<file path="src/rtl/reg_write_scoreboard_pkg.sv">
// Shared register-file constants and types for the issue-side write scoreboard.
package wisc_pkg;

    localparam int REG_ID_W = 3;
    localparam int NUM_REGS = 8;
    localparam logic [REG_ID_W-1:0] REG_R7 = 3'b111;

    typedef logic [REG_ID_W-1:0] reg_id_t;

    localparam int SCBD_DEPTH = 4;
    localparam int SCBD_CNT_W = 3;

    function automatic int scbd_occ_w(input int depth);
        return $clog2(depth) + 1;
    endfunction

endpackage

</file>
<file path="src/rtl/reg_write_scoreboard_if.sv">
// Issue/writeback signal bundle for reg_write_scoreboard.
// Handshake: an instruction issues on a cycle where id_valid=1, stall=0 and flush=0;
// retire is a single-cycle pulse with no back-pressure.
interface reg_write_scoreboard_if
    import wisc_pkg::*;
#(
    parameter int DEPTH = SCBD_DEPTH
);
    localparam int OCC_W = scbd_occ_w(DEPTH);

    logic             id_valid;
    reg_id_t          id_rs;
    logic             id_rs_en;
    reg_id_t          id_rt;
    logic             id_rt_en;
    reg_id_t          id_rd;
    logic             id_we_reg;
    logic             retire;
    logic             flush;
    logic             stall;
    reg_id_t          retire_rd;
    logic [NUM_REGS-1:0] pending;
    logic             full;
    logic             empty;
    logic [OCC_W-1:0] occupancy;
    logic             err_underflow;

    modport master (
        output id_valid, id_rs, id_rs_en, id_rt, id_rt_en, id_rd, id_we_reg, retire, flush,
        input  stall, retire_rd, pending, full, empty, occupancy, err_underflow
    );

    modport slave (
        input  id_valid, id_rs, id_rs_en, id_rt, id_rt_en, id_rd, id_we_reg, retire, flush,
        output stall, retire_rd, pending, full, empty, occupancy, err_underflow
    );

endinterface

</file>
<file path="src/rtl/reg_write_scoreboard_fifo.sv">
// scbd_fifo: in-order queue of destination register ids; flush has priority over push/pop.
module scbd_fifo
    import wisc_pkg::*;
#(
    parameter int DEPTH = SCBD_DEPTH,
    localparam int PTR_W = $clog2(DEPTH),
    localparam int OCC_W = PTR_W + 1
) (
    input  logic             clk,
    input  logic             rst_n,
    input  logic             push,
    input  logic             pop,
    input  logic             flush,
    input  reg_id_t          push_data,
    output reg_id_t          head,
    output logic             full,
    output logic             empty,
    output logic [OCC_W-1:0] occupancy
);

    reg_id_t          mem [DEPTH];
    logic [PTR_W-1:0] wr_ptr;
    logic [PTR_W-1:0] rd_ptr;
    logic [OCC_W-1:0] occ;

    // Pointers wrap naturally because DEPTH is a power of two.
    always_ff @(posedge clk or negedge rst_n) begin
        if (!rst_n) begin
            wr_ptr <= '0;
            rd_ptr <= '0;
            occ    <= '0;
            for (int i = 0; i < DEPTH; i++) mem[i] <= '0;
        end else if (flush) begin
            wr_ptr <= '0;
            rd_ptr <= '0;
            occ    <= '0;
        end else begin
            if (push) begin
                mem[wr_ptr] <= push_data;
                wr_ptr      <= wr_ptr + 1'b1;
            end
            if (pop) rd_ptr <= rd_ptr + 1'b1;
            if (push && !pop)      occ <= occ + 1'b1;
            else if (pop && !push) occ <= occ - 1'b1;
        end
    end

    assign head      = mem[rd_ptr];
    assign full      = (occ == OCC_W'(DEPTH));
    assign empty     = (occ == '0);
    assign occupancy = occ;

endmodule

</file>
<file path="src/rtl/reg_write_scoreboard.sv">
// Register write scoreboard: per-register pending counts, RAW stall, in-order writeback queue.
// Optional writeback-to-issue bypass enabled by defining SCBD_BYPASS_EN.
module reg_write_scoreboard
    import wisc_pkg::*;
#(
    parameter int DEPTH = SCBD_DEPTH,
    parameter int CNT_W = SCBD_CNT_W
) (
    input  logic                  clk,
    input  logic                  rst_n,
    reg_write_scoreboard_if.slave bus
);

    localparam int OCC_W = scbd_occ_w(DEPTH);

    logic [CNT_W-1:0] count [NUM_REGS];
    reg_id_t          head;
    logic             full;
    logic             empty;
    logic [OCC_W-1:0] occupancy;
    logic             pop_req;
    logic             push;
    logic             pop;
    logic             rs_busy;
    logic             rt_busy;
    logic             raw;
    logic             stall;
    logic             err_underflow;
    logic [NUM_REGS-1:0] pending;

    assign pop_req = bus.retire && !empty;

    always_comb begin
        rs_busy = bus.id_rs_en && (count[bus.id_rs] != '0);
        rt_busy = bus.id_rt_en && (count[bus.id_rt] != '0);
`ifdef SCBD_BYPASS_EN
        // The last in-flight write to a source is completing now, so its value is on the writeback path.
        if (pop_req && bus.id_rs == head && count[bus.id_rs] == CNT_W'(1)) rs_busy = 1'b0;
        if (pop_req && bus.id_rt == head && count[bus.id_rt] == CNT_W'(1)) rt_busy = 1'b0;
`endif
        raw   = rs_busy || rt_busy;
        // Full is judged on current occupancy; a same-cycle retire does not free a slot for issue.
        stall = bus.id_valid && (raw || (bus.id_we_reg && full));
        push  = bus.id_valid && !stall && !bus.flush && bus.id_we_reg;
        pop   = pop_req && !bus.flush;
    end

    scbd_fifo #(.DEPTH(DEPTH)) u_fifo (
        .clk       (clk),
        .rst_n     (rst_n),
        .push      (push),
        .pop       (pop),
        .flush     (bus.flush),
        .push_data (bus.id_rd),
        .head      (head),
        .full      (full),
        .empty     (empty),
        .occupancy (occupancy)
    );

    always_ff @(posedge clk or negedge rst_n) begin
        if (!rst_n) begin
            for (int r = 0; r < NUM_REGS; r++) count[r] <= '0;
        end else if (bus.flush) begin
            for (int r = 0; r < NUM_REGS; r++) count[r] <= '0;
        end else begin
            for (int r = 0; r < NUM_REGS; r++) begin
                if (push && bus.id_rd == reg_id_t'(r) && !(pop && head == reg_id_t'(r)))
                    count[r] <= count[r] + 1'b1;
                else if (pop && head == reg_id_t'(r) && !(push && bus.id_rd == reg_id_t'(r)))
                    count[r] <= count[r] - 1'b1;
            end
        end
    end

    // A retire against an empty queue while flushing is absorbed by the flush.
    always_ff @(posedge clk or negedge rst_n) begin
        if (!rst_n)                               err_underflow <= 1'b0;
        else if (bus.retire && empty && !bus.flush) err_underflow <= 1'b1;
    end

    always_comb begin
        pending = '0;
        for (int r = 0; r < NUM_REGS; r++) pending[r] = (count[r] != '0);
    end

    assign bus.stall         = stall;
    assign bus.retire_rd     = head;
    assign bus.pending       = pending;
    assign bus.full          = full;
    assign bus.empty         = empty;
    assign bus.occupancy     = occupancy;
    assign bus.err_underflow = err_underflow;

endmodule

</file>
<file path="src/flat_wrapper.sv">
// flat-port wrapper written by rule: the top's interface ports become plain ports
module reg_write_scoreboard_flat import wisc_pkg::*;
#(
    parameter int DEPTH = SCBD_DEPTH,
    parameter int CNT_W = SCBD_CNT_W
)
  (clk, rst_n, bus_id_valid, bus_id_rs, bus_id_rs_en, bus_id_rt, bus_id_rt_en, bus_id_rd, bus_id_we_reg, bus_retire, bus_flush, bus_stall, bus_retire_rd, bus_pending, bus_full, bus_empty, bus_occupancy, bus_err_underflow);
  reg_write_scoreboard_if #(.DEPTH(DEPTH)) bus_i ();
  input  logic clk;
  input  logic rst_n;
  input wire logic [$bits(bus_i.id_valid)-1:0] bus_id_valid;
  input wire logic [$bits(bus_i.id_rs)-1:0] bus_id_rs;
  input wire logic [$bits(bus_i.id_rs_en)-1:0] bus_id_rs_en;
  input wire logic [$bits(bus_i.id_rt)-1:0] bus_id_rt;
  input wire logic [$bits(bus_i.id_rt_en)-1:0] bus_id_rt_en;
  input wire logic [$bits(bus_i.id_rd)-1:0] bus_id_rd;
  input wire logic [$bits(bus_i.id_we_reg)-1:0] bus_id_we_reg;
  input wire logic [$bits(bus_i.retire)-1:0] bus_retire;
  input wire logic [$bits(bus_i.flush)-1:0] bus_flush;
  output wire logic [$bits(bus_i.stall)-1:0] bus_stall;
  output wire logic [$bits(bus_i.retire_rd)-1:0] bus_retire_rd;
  output wire logic [$bits(bus_i.pending)-1:0] bus_pending;
  output wire logic [$bits(bus_i.full)-1:0] bus_full;
  output wire logic [$bits(bus_i.empty)-1:0] bus_empty;
  output wire logic [$bits(bus_i.occupancy)-1:0] bus_occupancy;
  output wire logic [$bits(bus_i.err_underflow)-1:0] bus_err_underflow;
  assign bus_i.id_valid = bus_id_valid;
  assign bus_i.id_rs = bus_id_rs;
  assign bus_i.id_rs_en = bus_id_rs_en;
  assign bus_i.id_rt = bus_id_rt;
  assign bus_i.id_rt_en = bus_id_rt_en;
  assign bus_i.id_rd = bus_id_rd;
  assign bus_i.id_we_reg = bus_id_we_reg;
  assign bus_i.retire = bus_retire;
  assign bus_i.flush = bus_flush;
  assign bus_stall = bus_i.stall;
  assign bus_retire_rd = bus_i.retire_rd;
  assign bus_pending = bus_i.pending;
  assign bus_full = bus_i.full;
  assign bus_empty = bus_i.empty;
  assign bus_occupancy = bus_i.occupancy;
  assign bus_err_underflow = bus_i.err_underflow;
  reg_write_scoreboard #(.DEPTH(DEPTH), .CNT_W(CNT_W)) u_core (.clk(clk), .rst_n(rst_n), .bus(bus_i));
endmodule
</file>
<file path="config.mk">
export PLATFORM = sky130hd
export DESIGN_NAME = reg_write_scoreboard_flat
export DESIGN_NICKNAME = d
export VERILOG_FILES = /design/src/rtl/reg_write_scoreboard_pkg.sv /design/src/rtl/reg_write_scoreboard_if.sv /design/src/rtl/reg_write_scoreboard_fifo.sv /design/src/rtl/reg_write_scoreboard.sv /design/src/flat_wrapper.sv
export SDC_FILE = /design/constraint.sdc
export NUM_CORES = 1
export LEC_CHECK = 0
export BUFFER_PORTS_ARGS = -buffer_cell sky130_fd_sc_hd__clkbuf_2
export CAP_MARGIN = 40
export CORE_UTILIZATION = 63
export CTS_CLUSTER_SIZE = 14
export DETAILED_ROUTE_END_ITERATION = 7
export PLACE_DENSITY_LB_ADDON = 0.08
export SLEW_MARGIN = 20
export SYNTH_ARGS = -nofsm -noshare
export SYNTH_HDL_FRONTEND = slang
export SYNTH_SLANG_ARGS = --single-unit
export TNS_END_PERCENT = 5
</file>
<file path="constraint.sdc">
create_clock -name clk -period 7.31 [get_ports clk]
set_input_delay 1.462 -clock clk [delete_from_list [all_inputs] [get_ports clk]]
set_output_delay 1.462 -clock clk [all_outputs]
set_load 0.02 [all_outputs]
</file>
==> reports/results.ini, run 1 <==
[outcome]
status=completed

[power_and_ir_drop]
p_clk_share_pct=21.3
p_per_area_nw_per_um2=281
seqPwrFrac_pct=35.8
ir_worst_vdd_v=0.000196
pwr-share-comb_pct=42.9
internal_power_uw=565
p_leak_nw=1.52
p_sw_share_pct=40.2
p_switching_uw=379

[grt]
antenna_found_initial=0
grt_max_degree=45
grt_usage_pct=29.4
gr-total-overflow=0
grt_pass1_vias=2536
grt_first_pass_wirelength_mm=11.5

[logic_synthesis]
ys_ff_latch=44
async_reset_ff_share_pct=100
syn-cell-area_sq_um=3040
synth.distinct_cells=52
avgSynthCellArea_sq_um=9.44
ys_seq_area_share_pct=36.2
postSynthNetCount=352
ys.flop_type=dfrtp_1
synth_edf_count=0
postSynthCellCount=322
ys.warnings.count=0

[floorplan]
die_h_microns=71.5
start_util_pct=67.5
core_sq_um=4500
ioPinCount=35
num_rows=24
fp.dieW_microns=71.5
dieArea_sq_um=5110

[routing]
via_per_inst=6.25
drtPass1Iterations=4
routed-via-count=2536
wl_mm=6.74
drtAntennaViolNets=0
drc_errors=0
drt_iter0_drc=107
wl_per_cell_microns=16.6

[clock_network]
cts_buffers=5
postCtsSetupBuffers=0
cts.sinks=44
cts_tree=done
ctsHoldBuffers=0
clock_tree.root_cell=clkbuf_8
clk_pin_slew_ns=0.09
cts_resized=0
clk_latency_ns=0.31
clockBufferDepth=2
htree_levels=2

[timing]
period_share_pct=62.7
whs_ns=0.487
tightest_slew_ns=0.653
slew_violations=0
post-route-min-period_ns=4.59
fmax_ghz=0.218
tns_ns=0
finalSetupViolations=0
slew_headroom_pct=55.3
rsz0062_at_grt=false
skew_ns=0.0111
hold_violations=0

[critical_path]
timing.rr.start=u_core.count[15]
critical_path_arrival_ns=3.12
cp-end-kind=output port
rrSetupSlack_ns=3.94
worstSetupPathType=input port to output port
crit_fanout=8
cp-start-kind=input port
startpoint=bus_id_rs[1]
cp.required_ns=5.85

[hold_path]
hold_class=flip-flop to flip-flop
hold_start=u_core.bus.err_underflow

[final_layout]
drive_gt1_share_pct=20.3
layout_common_cells=dfrtp_1, clkbuf_2, inv_1
area_delta_synth_final_pct=10.6
fillers=339
final_util_pct=74.6
n_antenna_cell=0
nets=383
final_common_cell=dfrtp_1

[placement]
dp_hpwl_mm=5.04
io_buffer_count=34
gp_congestion=0.823

[job]
drv_cap=0

## state kept, by name (all words and copies together), names as in the netlist
| signal | flops |
|---|---|
| u_core.u_fifo.wr_ptr | 2 |
| u_core.bus.err_underflow | 1 |
| u_core.u_fifo.mem | 12 |
| u_core.u_fifo.occupancy | 3 |
| u_core.u_fifo.rd_ptr | 2 |
| u_core.count | 24 |
## power groups by stage
stage	Sequential, mW	Clock (mW)	Combinational, mW
global placement	0.338	0	0.389
detailed placement	0.341	0	0.403
CTS	0.338	0.203	0.407
global route	0.346	0.211	0.446
floorplan	0.333	0	0.294
finish	0.338	0.201	0.405
## metal layers
layer | wire [microns] | GRT usage [%]
met5 | 0 | 0
met4 | 167 | 12.4
met3 | 283 | 4.22
met2 | 3350 | 51.3
met1 | 2940 | 36.9
## stage by stage
step | cells | setup slack, ns | instance area [sq um] | power [mW]
2_1_floorplan | 322 | 2.85 | 3040 | 0.628
3_3_place_gp | 398 | 2.84 | 3240 | 0.726
3_5_place_dp | 398 | 2.75 | 3240 | 0.745
4_1_cts | 406 | 2.76 | 3360 | 0.947
5_1_grt | 406 | 2.51 | 3360 | 1.00
6_report | 406 | 2.72 | 3360 | 0.944
## final timing paths
kind / end / cells after the start
worst min register to register: u_core.bus.err_underflow / 1
max in group asynchronous: u_core.count[17] / 2
min in group asynchronous: u_core.count[10] / 2
worst max register to register: u_core.count[2] / 9
worst max-delay path: bus_stall / 7
worst min-delay path: u_core.bus.err_underflow / 1
## kinds of logic (layout without fill, tap and decap cells)
| group | after synthesis | after routing | share of synthesized area (%) |
|---|---|---|---|
| AO/OA/AOI/OAI | 56 | 56 | 13.5 |
| XOR/XNOR | 7 | 7 | 2.02 |
| adder cells (fa/ha/maj) | 13 | 13 | 7.58 |
| buffers and inverters | 41 | 73 | 5.39 |
| flip-flops | 44 | 44 | 36.2 |
| multiplexers | 34 | 34 | 13.3 |
| AND/OR/NAND/NOR | 127 | 127 | 22.0 |
## layout make-up
class | instances | area [sq um] | area share (%)
timing repair buffer | 36 | 185 | 5.51
multi-input combinational | 237 | 1780 | 53.0
inverter | 29 | 109 | 3.24
tap | 52 | 65.1 | 1.94
clock buffer | 6 | 82.6 | 2.46
clock inverter | 2 | 38.8 | 1.15
sequential | 44 | 1100 | 32.8
## cell usage after synthesis, drive strengths merged (2+ instances only)
cell type	number	area share, %
o21a	10	2.5
and2	3	0.62
a2111oi	3	0.86
nor4b	4	1.2
or2	2	0.41
nand3	5	0.82
a21o	2	0.49
mux4	3	2.2
ha	4	1.6
clkbuf	9	1.1
o311a	4	1.4
a21boi	5	1.2
dfrtp	44	36
xor2	4	1.2
fa	9	5.9
nand2b	2	0.41
mux2i	14	4.6
nor4	9	1.9
o21ai	10	1.6
o211ai	3	0.74
nand2	25	3.1
or4	5	1.4
a21oi	9	1.5
a211oi	4	0.99
buf	3	0.70
nor2b	2	0.41
or3	5	1.2
a31o	2	0.58
nand3b	3	0.74
inv	29	3.6
mux2	17	6.4
nor2	29	3.7
xnor2	3	0.86
nor3	30	5.5
## worst max-delay path, cell delays in order
cell      delay, ns
clkbuf_2       0.15
nor4_1         0.41
a211oi_1       0.16
o311ai_4       0.44
o21ai_1        0.15
o21a_1         0.20
clkbuf_2       0.15
No activity file was read; power rests on OpenSTA's default activity.
==> inputs of run 2 (changes only) <==
--- a/config.mk
+++ b/config.mk
@@ -7,7 +7,7 @@
 export LEC_CHECK = 0
 export BUFFER_PORTS_ARGS = -buffer_cell sky130_fd_sc_hd__clkbuf_2
 export CAP_MARGIN = 40
-export CORE_UTILIZATION = 63
+export CORE_UTILIZATION = 53
 export CTS_CLUSTER_SIZE = 14
 export DETAILED_ROUTE_END_ITERATION = 7
 export PLACE_DENSITY_LB_ADDON = 0.08
==> constraint.sdc (replaced) <==
create_clock -name clk -period 3.8 [get_ports clk]
set_input_delay 0.76 -clock clk [delete_from_list [all_inputs] [get_ports clk]]
set_output_delay 0.76 -clock clk [all_outputs]
set_load 0.02 [all_outputs]
==> run 2 against run 1 <==
  * Non-clock buffer count up 12
  * Register-to-register slack lost 3.5 ns
  * Largest cell class unchanged
  * Highest routed layer unchanged
  * Critical endpoint is now u_core.count[14]
  * Hold slack got worse by 0.050 ns
==> reports/results.ini, run 2 (same netlist as run 1, synthesis figures left out) <==
[outcome]
status=completed  ; unchanged

[clock_network]
cts_tree=done  ; unchanged
cts_resized=0  ; unchanged
clk_pin_slew_ns=0.09  ; about the same
postCtsSetupBuffers=0  ; unchanged
clock_tree.root_cell=clkbuf_8  ; unchanged
clk_latency_ns=0.29  ; was 0.31 ns
ctsHoldBuffers=0  ; unchanged
htree_levels=2  ; unchanged
cts_buffers=5  ; unchanged
cts.sinks=44  ; unchanged
clockBufferDepth=2  ; unchanged

[final_layout]
n_antenna_cell=0  ; unchanged
area_delta_synth_final_pct=13.1  ; was 10.6%
nets=395  ; was 383
top_register=u_core.count  ; unchanged
stdcell_area_sq_um=3440  ; was 3360 sq um
layout_common_cells=dfrtp_1, clkbuf_2, inv_1  ; unchanged
final_common_cell=dfrtp_1  ; unchanged
final_cells=437  ; was 406
drive_gt1_share_pct=22.7  ; was 20.3%
final_util_pct=62.4  ; was 74.6%
largest_register_ffs=24  ; unchanged

[critical_path]
cp-start-kind=flip-flop  ; was input port
crit_fanout=5  ; was 8
critical_path_arrival_ns=3.60  ; was 3.12 ns
worstSetupPathType=flip-flop to flip-flop  ; was input port to output port
cp.required_ns=4.02  ; was 5.85 ns
cp-end-kind=flip-flop  ; was output port

[timing]
finalSetupViolations=0  ; unchanged
tightest_slew_ns=0.549  ; was 0.653 ns
period_share_pct=89.1
slew_headroom_pct=63.4  ; was 55.3%
skew_ns=0.00696  ; was 0.0111 ns
rsz0062_at_grt=false  ; unchanged
slew_violations=0  ; unchanged
post-route-min-period_ns=3.38
worst_slack_ns=0.416  ; was 2.72 ns
hold_violations=0  ; unchanged
fmax_ghz=0.296
whs_ns=0.437  ; was 0.487 ns
tns_ns=0  ; unchanged

[placement]
gp_congestion=0.808  ; was 0.823
io_buffer_count=34  ; unchanged
place_inst=430  ; was 398
dp_hpwl_mm=5.33  ; was 5.04 mm
pre_cts_ws_ns=0.0999  ; was 2.75 ns
place_area_sq_um=3360  ; was 3240 sq um

[routing]
drc_errors=0  ; unchanged
wl_per_cell_microns=15.7  ; was 16.6 microns
drt_iter0_drc=128  ; was 107
wl_mm=6.86  ; was 6.74 mm
drtPass1Iterations=4  ; unchanged
via_per_inst=5.79  ; was 6.25
drtAntennaViolNets=0  ; unchanged
routed-via-count=2529  ; was 2536

[floorplan]
start_util_pct=55.2  ; was 67.5%
fp.dieW_microns=77.7  ; was 71.5 microns
die_h_microns=77.7  ; was 71.5 microns
num_rows=27  ; was 24
core_sq_um=5510  ; was 4500 sq um
dieArea_sq_um=6040  ; was 5110 sq um
ioPinCount=35  ; unchanged

[power_and_ir_drop]
p_per_area_nw_per_um2=509  ; was 281 nW/um^2
p_leak_nw=1.55  ; was 1.52 nW
totalPowerFinal_mw=1.75  ; was 944 uW
ir_worst_vdd_v=0.000318  ; was 0.000196 V

[grt]
grt_usage_pct=24.8  ; was 29.4%
grt_max_degree=26  ; was 45
antenna_found_initial=0  ; unchanged
grt_pass1_vias=2481  ; was 2536
gr-total-overflow=0  ; unchanged
grt_first_pass_wirelength_mm=11.7  ; was 11.5 mm

[job]
drv_cap=0  ; unchanged

[hold_path]
hold_class=input port to async pin  ; was flip-flop to flip-flop

## run 2: final timing paths
path,to,depth (start not counted),from,slack (ns)
max reg2reg,u_core.count[14],8,u_core.u_fifo.rd_ptr[0],0.42
min reg2reg,u_core.bus.err_underflow,1,u_core.bus.err_underflow,0.49
min in group clk,u_core.bus.err_underflow,1,u_core.bus.err_underflow,0.49
max,u_core.count[14],8,u_core.u_fifo.rd_ptr[0],0.42
min,u_core.count[22],1,rst_n,0.44
max in group asynchronous,u_core.u_fifo.mem[10],2,rst_n,2.63
## run 2: worst max-delay path, cell delays in order, from the launching register on
cell     delay (ns)
dfrtp_1        0.51
mux4_2         0.60
or3b_1         0.46
nor2_1         0.27
nor3_1         0.14
fa_1           0.44
or4_1          0.54
and3b_1        0.19
nor3_1         0.15
## run 2: layer usage
layer,track usage (%),share of wire (%)
met1,32.6,46
met4,7.55,2.0
met5,0,0
met3,3.88,4.2
met2,41.9,48
## run 2: cell type report
cell class              count  area, sq um
clock buffers               5         68.8
fillers                   468         2070
inverters                  29          109
multi-input cells         237         1780
flip-flops and latches     44         1100
well taps                  72         90.1
repair buffers             48          275
clock inverters             2         12.5
## run 2: report_power, final
| group | switching (mW) | internal (mW) | leakage (nW) |
|---|---|---|---|
| registers | 0.0915 | 0.557 | 0.595 |
| logic | 0.472 | 0.344 | 0.919 |
| clock network | 0.161 | 0.125 | 0.0400 |
| total | 0.724 | 1.03 | 1.55 |
==> inputs of run 3 (changes only) <==
--- a/config.mk
+++ b/config.mk
@@ -7,7 +7,7 @@
 export LEC_CHECK = 0
 export BUFFER_PORTS_ARGS = -buffer_cell sky130_fd_sc_hd__clkbuf_2
 export CAP_MARGIN = 40
-export CORE_UTILIZATION = 53
+export CORE_UTILIZATION = 59
 export CTS_CLUSTER_SIZE = 14
 export DETAILED_ROUTE_END_ITERATION = 7
 export PLACE_DENSITY_LB_ADDON = 0.08
==> constraint.sdc (replaced) <==
create_clock -name clk -period 3.4 [get_ports clk]
set_input_delay 0.68 -clock clk [delete_from_list [all_inputs] [get_ports clk]]
set_output_delay 0.68 -clock clk [all_outputs]
set_load 0.02 [all_outputs]
==> run 3 against run 2 <==
  * Wire length is 0.83% higher
  * Non-clock buffer count is 8 higher
  * Fmax is 4.2% higher
  * Highest routed layer unchanged
  * First-iteration DRC count is 1.6% lower
  * Critical path depth stayed put
  * Clock power is 23% higher
  * Largest power group unchanged
  * Critical endpoint unchanged
==> reports/results.ini, run 3 (same netlist as run 1, synthesis figures left out) <==
[outcome]
status=completed  ; unchanged

[critical_path]
critical_path_arrival_ns=3.46  ; was 3.60 ns
worstSetupPathType=flip-flop to flip-flop  ; unchanged
crit_fanout=5  ; unchanged
cp-end-kind=flip-flop  ; unchanged
cp-start-kind=flip-flop  ; unchanged
cp.required_ns=3.62  ; was 4.02 ns

[floorplan]
fp.dieW_microns=73.8  ; was 77.7 microns
start_util_pct=62.7  ; was 55.2%
die_h_microns=73.8  ; was 77.7 microns
ioPinCount=35  ; unchanged
core_sq_um=4850  ; was 5510 sq um
dieArea_sq_um=5440  ; was 6040 sq um
num_rows=25  ; was 27

[timing]
finalSetupViolations=0  ; unchanged
slew_headroom_pct=54.2  ; was 63.4%
rsz0062_at_grt=false  ; unchanged
hold_violations=0  ; unchanged
whs_ns=0.402  ; was 0.437 ns
fmax_ghz=0.308  ; was 0.296 GHz
slew_violations=0  ; unchanged
tightest_slew_ns=0.687  ; was 0.549 ns
post-route-min-period_ns=3.25  ; was 3.38 ns
skew_ns=0.00782  ; was 0.00696 ns
worst_slack_ns=0.153  ; was 0.416 ns
period_share_pct=95.5  ; was 89.1%

[placement]
dp_hpwl_mm=5.27  ; was 5.33 mm
pre_cts_ws_ns=-0.187  ; was 0.0999 ns
io_buffer_count=34  ; unchanged
gp_congestion=0.805  ; was 0.808
place_inst=433  ; was 430
place_area_sq_um=3410  ; was 3360 sq um

[final_layout]
layout_common_cells=dfrtp_1, clkbuf_2, inv_1  ; unchanged
final_common_cell=dfrtp_1  ; unchanged
area_delta_synth_final_pct=16.1  ; was 13.1%
final_cells=441  ; was 437
largest_register_ffs=24  ; unchanged
stdcell_area_sq_um=3530  ; was 3440 sq um
nets=403  ; was 395
drive_gt1_share_pct=25.4  ; was 22.7%
top_register=u_core.count  ; unchanged
n_antenna_cell=0  ; unchanged

[clock_network]
clockBufferDepth=2  ; unchanged
clk_latency_ns=0.30  ; was 0.29 ns
cts_tree=done  ; unchanged
cts_buffers=5  ; unchanged
cts.sinks=44  ; unchanged
ctsHoldBuffers=0  ; unchanged
htree_levels=2  ; unchanged
clock_tree.root_cell=clkbuf_8  ; unchanged
clk_pin_slew_ns=0.09  ; about the same

[routing]
wl_mm=6.92  ; was 6.86 mm
drc_errors=0  ; unchanged
drtPass1Iterations=4  ; unchanged
drtAntennaViolNets=0  ; unchanged
routed-via-count=2612  ; was 2529
wl_per_cell_microns=15.7  ; about the same
drt_iter0_drc=126  ; was 128
via_per_inst=5.92  ; was 5.79

[job]
drv_cap=0  ; unchanged

[power_and_ir_drop]
p_per_area_nw_per_um2=567  ; was 509 nW/um^2
totalPowerFinal_mw=2.00  ; was 1.75 mW
p_leak_nw=1.60  ; was 1.55 nW
ir_worst_vdd_v=0.000367  ; was 0.000318 V

[grt]
antenna_found_initial=0  ; unchanged
gr-total-overflow=0  ; unchanged
grt_max_degree=26  ; unchanged
grt_first_pass_wirelength_mm=11.5  ; was 11.7 mm
grt_usage_pct=28.5  ; was 24.8%
grt_pass1_vias=2484  ; was 2481

[hold_path]
hold_class=input port to async pin  ; unchanged

## run 3: cell types whose count changed in the layout (fill, tap and decap cells not counted), sizes merged
cell / delta
buf: +8
clkbuf: +2
clkinv: -1
## run 3: final timing paths
check / end / from / cells past startpoint / slack, ns
setup / recovery: u_core.count[14] / u_core.u_fifo.rd_ptr[0] / 8 / 0.15
hold / removal: u_core.count[22] / rst_n / 1 / 0.40
setup reg to reg: u_core.count[14] / u_core.u_fifo.rd_ptr[0] / 8 / 0.15
hold reg to reg: u_core.bus.err_underflow / u_core.bus.err_underflow / 1 / 0.49
max in group asynchronous: u_core.u_fifo.rd_ptr[0] / rst_n / 2 / 2.26
min in group clk: u_core.bus.err_underflow / u_core.bus.err_underflow / 1 / 0.49
## run 3: area by class of cell
cell class	count	area (sq um)
multi-input cells	237	1800
clock buffers	7	86.3
clock inverters	1	7.51
flip-flops and latches	44	1100
inverters	29	109
well taps	67	83.8
repair buffers	56	335
fillers	374	1320
## run 3: critical path: stages, from the launching register on
cell and delay [ns]:
dfrtp_2 0.45, mux4_2 0.57, or3b_1 0.46, nor2_2 0.22, nor3_1 0.11, fa_1 0.44
or4_1 0.55, and3b_1 0.20, nor3_1 0.17
## run 3: per-stage QoR
stage	utilization (%)	setup TNS, ns
after global routing	72.7	0
after detailed placement	70.4	-0.464
after global placement	70.4	-0.0387
after CTS	72.4	0
final	72.7	0
after floorplan	-	0
## run 3: layer usage
layer	GRT usage, %	wire (microns)
met1	36.3	3110
met2	48.0	3420
met3	5.35	230
met4	10.7	156
met5	0	0
## run 3: repair_timing
item,in CTS,in global routing
buffers inserted,0,0
endpoints found under the setup margin,1,3
gates resized for setup,1,5
## run 3: power breakdown
part | internal, mW | switching (mW)
registers | 0.624 | 0.104
logic | 0.392 | 0.529
clock network | 0.165 | 0.184
